==> src/rtl/tone_gen.sv <==
// Square-wave tone generator: a sequential restoring divider turns a note frequency into a
// half-period cycle count, and a counter toggles the output once per half period.
module tone_gen #(
  parameter int unsigned CLK_HZ = 100000000,
  parameter int unsigned FREQ_W = 12,
  parameter int unsigned DIV_W  = 27
) (
  input  logic              clk,
  input  logic              rst_n,
  input  logic [FREQ_W-1:0] freq,
  input  logic              en,
  output logic              audio_out,
  output logic              period_tick,
  output logic              busy,
  output logic [DIV_W-1:0]  half_period
);

  localparam int unsigned      CntW     = $clog2(DIV_W + 1);
  localparam logic [DIV_W-1:0] Dividend = DIV_W'(CLK_HZ);

  typedef enum logic [1:0] {StIdle, StDiv, StDone} state_e;

  state_e            state_q;
  logic [FREQ_W-1:0] freq_l_q;
  logic [DIV_W-1:0]  pending_q, dvd_q, quo_q, cnt_q;
  logic [FREQ_W:0]   dvs_q, rem_q, rem_sub;
  logic [FREQ_W+1:0] rem_sh;
  logic [CntW-1:0]   bit_cnt_q;
  logic              rem_ge, running_q;

  // One restoring step: bring down the next dividend bit, subtract if it fits.
  always_comb begin
    rem_sh  = {rem_q, dvd_q[DIV_W-1]};
    rem_ge  = rem_sh >= {1'b0, dvs_q};
    rem_sub = (FREQ_W+1)'(rem_sh - {1'b0, dvs_q});
  end

  always_ff @(posedge clk or negedge rst_n) begin
    if (!rst_n) begin
      state_q   <= StIdle;
      freq_l_q  <= '0;
      pending_q <= '0;
      busy      <= 1'b0;
      dvd_q     <= '0;
      quo_q     <= '0;
      dvs_q     <= '0;
      rem_q     <= '0;
      bit_cnt_q <= '0;
    end else if (freq == '0) begin
      state_q   <= StIdle;
      freq_l_q  <= '0;
      pending_q <= '0;
      busy      <= 1'b0;
    end else if (state_q != StDone && freq != freq_l_q) begin
      // New pitch while idle or mid-division: (re)start from the top.
      state_q   <= StDiv;
      freq_l_q  <= freq;
      busy      <= 1'b1;
      dvd_q     <= Dividend;
      quo_q     <= '0;
      rem_q     <= '0;
      dvs_q     <= {freq, 1'b0};
      bit_cnt_q <= CntW'(DIV_W);
    end else begin
      unique case (state_q)
        StIdle: ;
        StDiv: begin
          rem_q     <= rem_ge ? rem_sub : rem_sh[FREQ_W:0];
          quo_q     <= {quo_q[DIV_W-2:0], rem_ge};
          dvd_q     <= {dvd_q[DIV_W-2:0], 1'b0};
          bit_cnt_q <= bit_cnt_q - CntW'(1);
          if (bit_cnt_q == CntW'(1)) state_q <= StDone;
        end
        StDone: begin
          pending_q <= (quo_q == '0) ? DIV_W'(1) : quo_q;
          busy      <= 1'b0;
          state_q   <= StIdle;
        end
        default: state_q <= StIdle;
      endcase
    end
  end

  // running_q distinguishes a re-enabled wave from the normal low half of a running one.
  always_ff @(posedge clk or negedge rst_n) begin
    if (!rst_n) begin
      audio_out   <= 1'b0;
      period_tick <= 1'b0;
      half_period <= '0;
      cnt_q       <= '0;
      running_q   <= 1'b0;
    end else if (!en) begin
      audio_out   <= 1'b0;
      period_tick <= 1'b0;
      cnt_q       <= '0;
      running_q   <= 1'b0;
    end else if (half_period == '0) begin
      if (pending_q != '0) begin
        half_period <= pending_q;
        cnt_q       <= '0;
        audio_out   <= 1'b1;
        period_tick <= 1'b1;
        running_q   <= 1'b1;
      end else begin
        period_tick <= 1'b0;
      end
    end else if (!running_q) begin
      audio_out   <= 1'b1;
      period_tick <= 1'b1;
      cnt_q       <= '0;
      running_q   <= 1'b1;
    end else if (cnt_q == half_period - DIV_W'(1)) begin
      cnt_q <= '0;
      if (pending_q == '0) begin
        half_period <= '0;
        audio_out   <= 1'b0;
        period_tick <= 1'b0;
        running_q   <= 1'b0;
      end else begin
        half_period <= pending_q;
        audio_out   <= ~audio_out;
        period_tick <= ~audio_out;
      end
    end else begin
      cnt_q       <= cnt_q + DIV_W'(1);
      period_tick <= 1'b0;
    end
  end

endmodule

==> config.mk <==
export PLATFORM = sky130hd
export DESIGN_NAME = tone_gen
export DESIGN_NICKNAME = d
export VERILOG_FILES = /design/src/rtl/tone_gen.sv
export SDC_FILE = /design/constraint.sdc
export NUM_CORES = 1
export LEC_CHECK = 0
export BUFFER_PORTS_ARGS = -buffer_cell sky130_fd_sc_hd__buf_2
export CAP_MARGIN = 20
export CORE_UTILIZATION = 55
export CTS_CLUSTER_DIAMETER = 40
export CTS_CLUSTER_SIZE = 30
export DETAILED_ROUTE_END_ITERATION = 8
export PLACE_DENSITY = 0.76
export SYNTH_ARGS = -nofsm -noshare
export SYNTH_HDL_FRONTEND = slang
export SYNTH_SLANG_ARGS = --single-unit
export TNS_END_PERCENT = 10
==> constraint.sdc <==
create_clock -name clk -period 3.4 [get_ports clk]
set_clock_uncertainty 0.05 [all_clocks]
set_input_delay 0.68 -clock clk [delete_from_list [all_inputs] [get_ports clk]]
set_output_delay 0.68 -clock clk [all_outputs]
set_load 0.01 [all_outputs]
* Word level (Yosys, flattened, before mapping)
Cells that the tools add are included.
** Word-level totals
- Register bits after elaboration :: 183
- Output and inout port bits :: 30
- Bits of input ports :: 15
- Logic and storage cells :: 100
** Operators by class
- Multiplexer cells :: 48
- Equal/unequal tests :: 12
- Reduce and logical (&&, ||, !) cells :: 19
- Add/sub/neg operators :: 4
- $lt $le $gt $ge :: 1
- Bitwise operators :: 2
** Operator list (number)
- $mux 27 :: 18
- $logic_not 27->1 :: 3
- $mux 13 :: 3
- $add 27x1->27 const B :: 1
- $eq 27x27->1 :: 1
- $reduce_bool 27->1 :: 1
- $sub 27x1->27 const B :: 1
- $mux 12 :: 2
- $mux 1 :: 19
- $ge 14x13->1 :: 1
- $sub 13x13->13 :: 1
- $logic_not 12->1 :: 1
- $ne 12x12->1 :: 1
- $mux 5 :: 2
- $reduce_and 2->1 :: 5
- $reduce_bool 2->1 :: 5
- $mux 2 :: 3
- $eq 5x1->1 const B :: 1
- $sub 5x1->5 const B :: 1
- $ne 2x2->1 const B :: 2
- $ne 4x2->1 const B :: 1
- $ne 4x4->1 const B :: 1
- $pmux 2 s2 :: 1
- $reduce_and 4->1 :: 1
- other kinds (9) :: 10

* Logic depth before layout (Yosys ltp)
Gate-level depths: netlist of the first run.
- Depth after elaboration :: 6
- Mapped depth :: 14
- Gate-level depth less buffers :: 12

* Worst setup path before layout of the first run
Ideal clock, no wire load.
- Path type :: reg2reg
- From :: reg half_period[5]
- To :: reg cnt_q[1]
- Setup time :: 0.122 ns
- Setup slack :: -0.080 ns
- Arrival :: 3.308 ns
- Period minus slack after synthesis :: 3.480 ns
- Required time :: 3.228 ns
- Buffers on the path :: 4
- Stages on the path, launching flop included :: 13
- Cells stage by stage :: dfrtp_1 -> buf_6 -> or4_4 -> buf_6 -> nor4_4 -> nand2_1 -> mux2_2 -> mux2_2 -> o21a_1 -> or4_1 -> buf_6 -> buf_6 -> a32o_1
** Between the ends
- Longest elaborated chain between the ends :: 6
- Elaborated cells on any way between the ends :: 8
- Those cells by class :: add/sub: 1; eq/ne: 2; mux: 4; reduce/logical: 1
** Ends and longest elaborated chain
- from (decl) :: line 15 : output logic [DIV_W-1:0] half_period
- from (signal assigned) :: line 99 : half_period <= pending_q;
- from (signal assigned) :: line 120 : half_period <= pending_q;
- $sub 27x1->27 :: line 112 : end else if (cnt_q == half_period - DIV_W'(1)) begin
- $eq 27x27->1 :: line 112
- $mux 27 :: line 112
- $mux 27 :: line 107 : end else if (!running_q) begin
- $mux 27 :: line 97 : end else if (half_period == '0) begin
- $mux 27 :: line 92 : end else if (!en) begin
- to (signal assigned) :: line 125 : cnt_q <= cnt_q + DIV_W'(1);
- to (decl) :: line 25 : logic [DIV_W-1:0] pending_q, dvd_q, quo_q, cnt_q;
Several ways; a longest one is shown, not always the timed one.
A chain may end at the register's enable or synchronous reset.

* Worst setup path after layout of the first run
- From :: reg half_period[10]
- To :: reg half_period[22]
** Between the ends
- Longest elaborated chain between the ends :: 4
- Elaborated cells on any way between the ends :: 8
- Those cells by class :: add/sub: 1; eq/ne: 2; mux: 1; reduce/logical: 4
** Ends and longest elaborated chain (line)
- $sub 27x1->27 :: 112
- $eq 27x27->1 :: 112
- $reduce_bool 2->1 (no line)
- $reduce_and 4->1 (no line)
Several ways; a longest one is shown, not always the timed one.

==> metrics.txt, run 1 <==
status finished with violations; failing checks setup timing; most common cell in the netlist dfrtp_1; Mapped Nets approximately 950; Post-Synth XOR/XNOR Area 0.05662; GRT overflow 0; Die Wd roughly 130 µm; DR WL/cell 17.87 µm; Crit path arrival time approximately 3.7 ns; Fin Setup TNS -1.407 ns; clk sink count around 180; vias in the first global route 6829; Compound-Gate Fraction of Synth Area 0.1435; largest family of logic cells by synthesized area simple AND/OR/NAND/NOR gates; first-pass GRT wire length 34.62 mm; cell taking the most area after synthesis dfrtp_1; synthesized area per cell 9.941 µm²; Least-Margin Pin Slew 0.7281 ns; Max Slew Vio Count 0; # IOs 45; RSZ-0062 raised after global routing true; CTS Buffer Depth 2; initial core utilization 0.5683; GP Congestion 0.8869; Setup crit end kind flop; drt drc 0; number of buffers created by CTS 17; Commonest cells post-synth 175 x dfrtp_1, 125 x nand2_1, 58 x a22o_1; layout cells sized above 1 0.2155; CP startpoint kind flop; post-synth top area share 0.4798; dpl cells 1178; Critical Path Fanout Max 13; core area 16060 µm²; die footprint 17110 µm²; Synth Warn # 0; drt pass-1 iters 5; kind of critical path flop to flop; R2R cell count 11; R2R Setup Slk -0.07 ns; number of synthesized register bits 175; Worst R2R End half_period[22]$_DFFE_PN0P_; CTS clk-pin slew, worst paths 0.07 ns; reg2reg start half_period[10]$_DFFE_PN0P_; largest net degree at the start of global routing 82; Fillers around 1200; ys async rst share 1.000; synth-to-layout area growth 17.12%; Final ANT Viol Nets 0; HP Class input port to async pin; first-iteration detailed-routing DRC count 571; worst endpoint required time roughly 3.7 ns; Vert. Die Dim 130.8 µm; Post-Syn Instances 918; final core occ 0.6657; Top FF cell, synth dfrtp_1; level count of the clock H-tree 4; Clk Latency, worst-skew pair 0.42 ns; Tmin final 3.469 ns; PD cells 407.5 nW/µm²; TritonCTS clock tree built; Via density 5.973; final setup margin -0.06889 ns; post-synthesis sequential area ratio 0.4798; Max Cap Viol 0; FMAX 288.3 MHz; LEAKAGE 4.942 nW; Simple-Gate Fraction of Synth Area 0.1974; post-DP HPWL 15.04 mm; fin nets 1027; number of enable flip-flop cells after synthesis 0; Via Count 7305; pre-CTS setup slack -0.003946 ns; DRT Wirelength 21.85 mm; Site Rows 46; top cells by area, synth dfrtp_1 48%, a22o_1 5.6%, nand2_1 5.1%; Fin. Hold Viols 0; final setup vio count 28; Peak VDD IR 0.3651 mV; Finished Layout Cells ~1200; # diodes 0; initial antenna violation count 0; count of different cell masters after synthesis 64; IO buf count 44; total track usage 0.2642; post-synthesis mux area share 0.05621; Synth Cell Area 9126 µm²; relative slew slack 0.5146; fin crit share 1.020; root buf cell clkbuf_16; Synth Area in Adders 0.02550
-- worst max-delay path by stage --
stage,slack (ns),end,start
floorplan,-0.04,cnt_q[1]$_DFFE_PN0P_,half_period[5]$_DFFE_PN0P_
global placement,0.07,cnt_q[4]$_DFFE_PN0P_,half_period[4]$_DFFE_PN0P_
detailed placement,-0.004,cnt_q[25]$_DFFE_PN0P_,half_period[0]$_DFFE_PN0P_
CTS,0.02,cnt_q[23]$_DFFE_PN0P_,half_period[5]$_DFFE_PN0P_
global route,-0.15,half_period[10]$_DFFE_PN0P_,half_period[10]$_DFFE_PN0P_
finish,-0.07,half_period[22]$_DFFE_PN0P_,half_period[10]$_DFFE_PN0P_
-- cells in the final DEF, fill, tap and decap left out, drive strengths merged, types with 2 or more instances in the layout --
cell / Yosys / routed
and3: 12 / 12
nand2: 125 / 125
and2: 4 / 4
or3b: 2 / 2
o211ai: 3 / 3
inv: 32 / 39
mux2i: 10 / 10
nor2: 55 / 55
clkinv: 0 / 5
a31o: 2 / 2
a21o: 6 / 6
nor4: 38 / 38
nor3b: 4 / 4
o41ai: 2 / 2
ha: 17 / 17
o21ai: 56 / 56
o31ai: 3 / 3
a22o: 58 / 58
nor4b: 5 / 5
dfrtp: 175 / 175
nor2b: 10 / 10
nand2b: 4 / 4
o21a: 3 / 3
xor2: 31 / 31
nand4: 16 / 16
nand3: 24 / 24
or3: 6 / 6
buf: 8 / 110
a22oi: 2 / 2
nand4b: 2 / 2
mux2: 30 / 30
nor3: 28 / 28
a31oi: 11 / 11
xnor2: 28 / 28
clkbuf: 47 / 20
or4: 8 / 8
or2: 5 / 5
a21oi: 31 / 31
-- power breakdown --
group	switching [mW]	leakage, nW	internal [mW]	total [mW]
logic	0.172	2.42	0.121	0.294
clock network	0.872	0.289	1.06	1.93
registers	0.0232	2.23	2.11	2.13
-- worst max-delay path, cell delays in order, from the launching register on --
cell and delay (ns):
dfrtp_1 0.42, or4_4 0.56, nor4_4 0.31, nand4_1 0.23, nor3_2 0.17, a21oi_1 0.06, or4_4 0.50, buf_6 0.13
nor4_4 0.28, a21oi_4 0.14, clkbuf_16 0.21, mux2_4 0.29
-- cell families after synthesis --
group | count (synthesis)
AOI/OAI and AO/OA | 188
xor gates and xnor gates | 59
DFF | 175
buffers and inverters | 87
adders and majority gates | 18
and+or+nand+nor | 351
muxes | 40
-- routing by layer --
| metal | part of all wire | wire [µm] | global-route usage |
|---|---|---|---|
| met1 | 0.43 | 9460 | 0.3464 |
| met2 | 0.49 | 10750 | 0.4360 |
| met3 | 0.044 | 970 | 0.04886 |
| met4 | 0.031 | 670 | 0.1021 |
| met5 | 0 | 0 | 0 |
-- flip-flops by register name, indices dropped and copies added (netlist names), 5 cells and up --
signal / cells
half_period: 27
freq_l_q: 12
dvs_q: 12
cnt_q: 27
pending_q: 27
rem_q: 13
dvd_q: 19
bit_cnt_q: 5
quo_q: 27
-- final cells by class --
| cell class | count | area, µm² | share of cell area |
|---|---|---|---|
| inverters | 32 | 120.1 | 0.01124 |
| clock inverters | 14 | 148.9 | 0.01393 |
| clock buffers | 18 | 439.2 | 0.04109 |
| multi-input cells | 656 | 4497 | 0.4207 |
| flip-flops and latches | 175 | 4380 | 0.4098 |
| well taps | 216 | 270.3 | 0.02528 |
| repair buffers | 112 | 833.3 | 0.07796 |
-- what timing repair did --
| action | CTS | global route |
|---|---|---|
| resized for setup | 1 | 24 |
| setup endpoints to repair | 11 | 56 |
| pin swaps | 0 | 15 |
| endpoints found under the hold margin | 0 | 0 |
| hold buffers | 0 | 0 |
| gates cloned | 0 | 2 |
| setup buffers | 0 | 10 |
-- stage by stage --
step | hold WS (ns) | power [mW] | area, µm²
2_1_floorplan | 0.3344 | 2.315 | 9139
3_3_place_gp | 0.4134 | 2.438 | 9857
3_5_place_dp | 0.4217 | 2.444 | 9857
4_1_cts | 0.2482 | 4.380 | 10450
5_1_grt | 0.2864 | 4.509 | 10690
6_report | 0.2251 | 4.356 | 10690
Power figures use the tool's default switching activity.
==> inputs of run 2 (changes only) <==
--- a/config.mk
+++ b/config.mk
@@ -12,6 +12,7 @@
 export CTS_CLUSTER_SIZE = 30
 export DETAILED_ROUTE_END_ITERATION = 8
 export PLACE_DENSITY = 0.76
+export RECOVER_POWER = 50
 export SYNTH_ARGS = -nofsm -noshare
 export SYNTH_HDL_FRONTEND = slang
 export SYNTH_SLANG_ARGS = --single-unit
==> run 2 against run 1 <==
Effect of this change: the run ends with capacitance limit, slew limit, setup timing left; hold slack improved by 0.21 ns; clock-buffer cell count unchanged; register-to-register slack about the same; cell count did not move; first-iteration DRC count shrank 16%; sequential cell count is the same; critical path depth is the same; via count fell by 0.21%; fmax fell by 0.16%; sequential share of layout area grew 0.12 points; critical path type unchanged; largest power group unchanged.
==> metrics.txt, run 2 (synthesis results as in run 1) <==
status finished with violations (unchanged); failing checks capacitance limit, slew limit, setup timing (was setup timing); fin nets 1027 (unchanged); PD cells 408.6 nW/µm² (was 407.5 nW/µm²); Site Rows 46 (unchanged); critical path endpoint half_period[22]$_DFFE_PN0P_ (unchanged); number of buffers created by CTS 17 (unchanged); Critical Path Fanout Max 13 (unchanged); Vert. Die Dim 130.8 µm (unchanged); Worst R2R End half_period[22]$_DFFE_PN0P_ (unchanged); Via density 5.961 (was 5.973); post-DP HPWL 15.04 mm (unchanged); GP Congestion 0.8869 (unchanged); # IOs 45 (unchanged); Sw Share 0.2458 (was 0.2452); final setup vio count 28 (unchanged); sequential share of power 0.489 (about the same); Max Cap Viol 1 (was 0); total track usage 0.2642 (unchanged); die footprint 17110 µm² (unchanged); Sw Pwr 1.070 mW (was 1.068 mW); CTS Buffer Depth 2 (unchanged); relative slew slack -0.2910 (was 0.5146); CP startpoint kind flop (unchanged); fin crit share 1.022 (was 1.020); final hold slack 0.4372 ns (was 0.2251 ns); Die Wd 130.8 µm (unchanged); Finished Layout Cells 1223 (unchanged); level count of the clock H-tree 4 (unchanged); Crit path arrival time 3.73 ns (about the same); post-route cell area 10660 µm² (was 10690 µm²); initial antenna violation count 0 (unchanged); R2R cell count 11 (unchanged); placed inst area 9857 µm² (unchanged); reg2reg start half_period[10]$_DFFE_PN0P_ (unchanged); Logic pwr share 0.066 (was 0.067); initial core utilization 0.5683 (unchanged); synth-to-layout area growth 16.77% (was 17.12%); worst endpoint required time 3.66 ns (about the same); GRT overflow 0 (unchanged); Pint 3.284 mW (was 3.288 mW); Clk Latency, worst-skew pair 0.42 ns (about the same); clk sink count 175 (unchanged); largest net degree at the start of global routing 82 (unchanged); Tmin final 3.474 ns (was 3.469 ns); dpl cells 1178 (unchanged); FMAX 287.8 MHz (was 288.3 MHz); CTS clk-pin slew, worst paths 0.07 ns (about the same); Max Slew Vio Count 82 (was 0); LEAKAGE 4.924 nW (was 4.942 nW); first-iteration detailed-routing DRC count 482 (was 571); IO buf count 44 (unchanged); most frequent cells in the layout 174 x dfrtp_1, 125 x nand2_1, 58 x a22o_1, 56 x buf_4, 55 x o21ai_0 (was 174 x dfrtp_1, 125 x nand2_1, 59 x buf_4, 58 x a22o_1, 55 x o21ai_0); Setup crit end kind flop (unchanged); drt drc 0 (unchanged); Fillers 1215 (was 1207); drt pass-1 iters 6 (was 5); Peak VDD IR 0.3640 mV (was 0.3651 mV); final setup margin -0.07429 ns (was -0.06889 ns); first-pass GRT wire length 34.62 mm (unchanged); Fin. Hold Viols 0 (unchanged); clock power share 0.444 (was 0.443); core area 16060 µm² (unchanged); DRT Wirelength 21.93 mm (was 21.85 mm); vias in the first global route 6829 (unchanged); Final ANT Viol Nets 0 (unchanged); RSZ-0062 raised after global routing true (unchanged); commonest non-fill, non-tap cell in the layout dfrtp_1 (unchanged); # diodes 0 (unchanged); Least-Margin Pin Slew 1.936 ns (was 0.7281 ns); Via Count 7290 (was 7305); layout cells sized above 1 0.2125 (was 0.2155); root buf cell clkbuf_16 (unchanged); R2R Setup Slk -0.07 ns (about the same); HP Class flop to flop (was input port to async pin); crit path launch half_period[10]$_DFFE_PN0P_ (unchanged); kind of critical path flop to flop (unchanged); DR WL/cell 17.93 µm (was 17.87 µm); TritonCTS clock tree built (unchanged); final core occ 0.6636 (was 0.6657)
run 2: cell count changes in the layout (fill, tap and decap cells not counted), sizes merged:
cell,previous run,this run
clkbuf,20,25
buf,110,105
run 2: power by group through the flow:
stage / registers, mW / clock network (mW) / logic, mW
2_1_floorplan: 2.17 / 0 / 0.143
3_5_place_dp: 2.17 / 0 / 0.276
4_1_cts: 2.13 / 1.97 / 0.279
6_report: 2.13 / 1.93 / 0.289
5_1_grt: 2.13 / 2.05 / 0.320
3_3_place_gp: 2.17 / 0 / 0.271
run 2: cell type report:
class                      instances  area [µm²]  share of cell area
tap                              216       270.3             0.02536
multi-input combinational        656        4497              0.4220
sequential                       175        4380              0.4111
inverter                          32       120.1             0.01127
clock inverter                    14       148.9             0.01397
timing repair buffer             112       800.8             0.07514
clock buffer                      18       439.2             0.04121
run 2: repair_timing:
| item | in CTS | in global routing |
|---|---|---|
| cloned | 0 | 2 |
| resized for setup | 1 | 24 |
| hold buffers | 0 | 0 |
| setup endpoints to repair | 11 | 56 |
| setup buffers | 0 | 10 |
| hold endpoints to repair | 0 | 0 |
| pin swaps | 0 | 15 |
run 2: metrics by stage:
step	total power [mW]	worst slack (ns)	TNS, ns
floorplan	2.315	-0.03768	-0.3656
global placement	2.438	0.07167	0
detailed placement	2.444	-0.003946	-0.004950
CTS	4.380	0.02019	0
global route	4.505	-0.1516	-4.594
finish	4.355	-0.07429	-1.548
run 2: routing by layer:
metal	track usage	wire (µm)	vias up
met2	0.4360	10800	226
li1	-	-	3428
met4	0.1021	687	0
met5	0	0	-
met1	0.3464	9343	3585
met3	0.04886	1101	51
run 2: worst min path at each step:
stage                     startpoint               endpoint  slack, ns  cells past startpoint
5_1_grt        dvd_q[15]$_DFFE_PN0P_  dvd_q[15]$_DFFE_PN0P_       0.46                      2
2_1_floorplan                  rst_n  audio_out$_DFFE_PN0P_       0.33                      0
3_3_place_gp   dvd_q[16]$_DFFE_PN0P_  dvd_q[16]$_DFFE_PN0P_       0.41                      2
3_5_place_dp   dvd_q[15]$_DFFE_PN0P_  dvd_q[15]$_DFFE_PN0P_       0.42                      2
4_1_cts                        rst_n  cnt_q[13]$_DFFE_PN0P_       0.25                      1
6_report       dvd_q[24]$_DFFE_PN0P_  dvd_q[24]$_DFFE_PN0P_       0.44                      2
run 2: worst max-delay path, cell delays in order, from the launching register on:
cell and delay [ns]:
dfrtp_1 0.42, or4_4 0.56, nor4_4 0.31, nand4_1 0.23, nor3_2 0.17, a21oi_1 0.06
or4_4 0.50, buf_6 0.13, nor4_4 0.28, a21oi_4 0.14, clkbuf_16 0.21, mux2_4 0.29
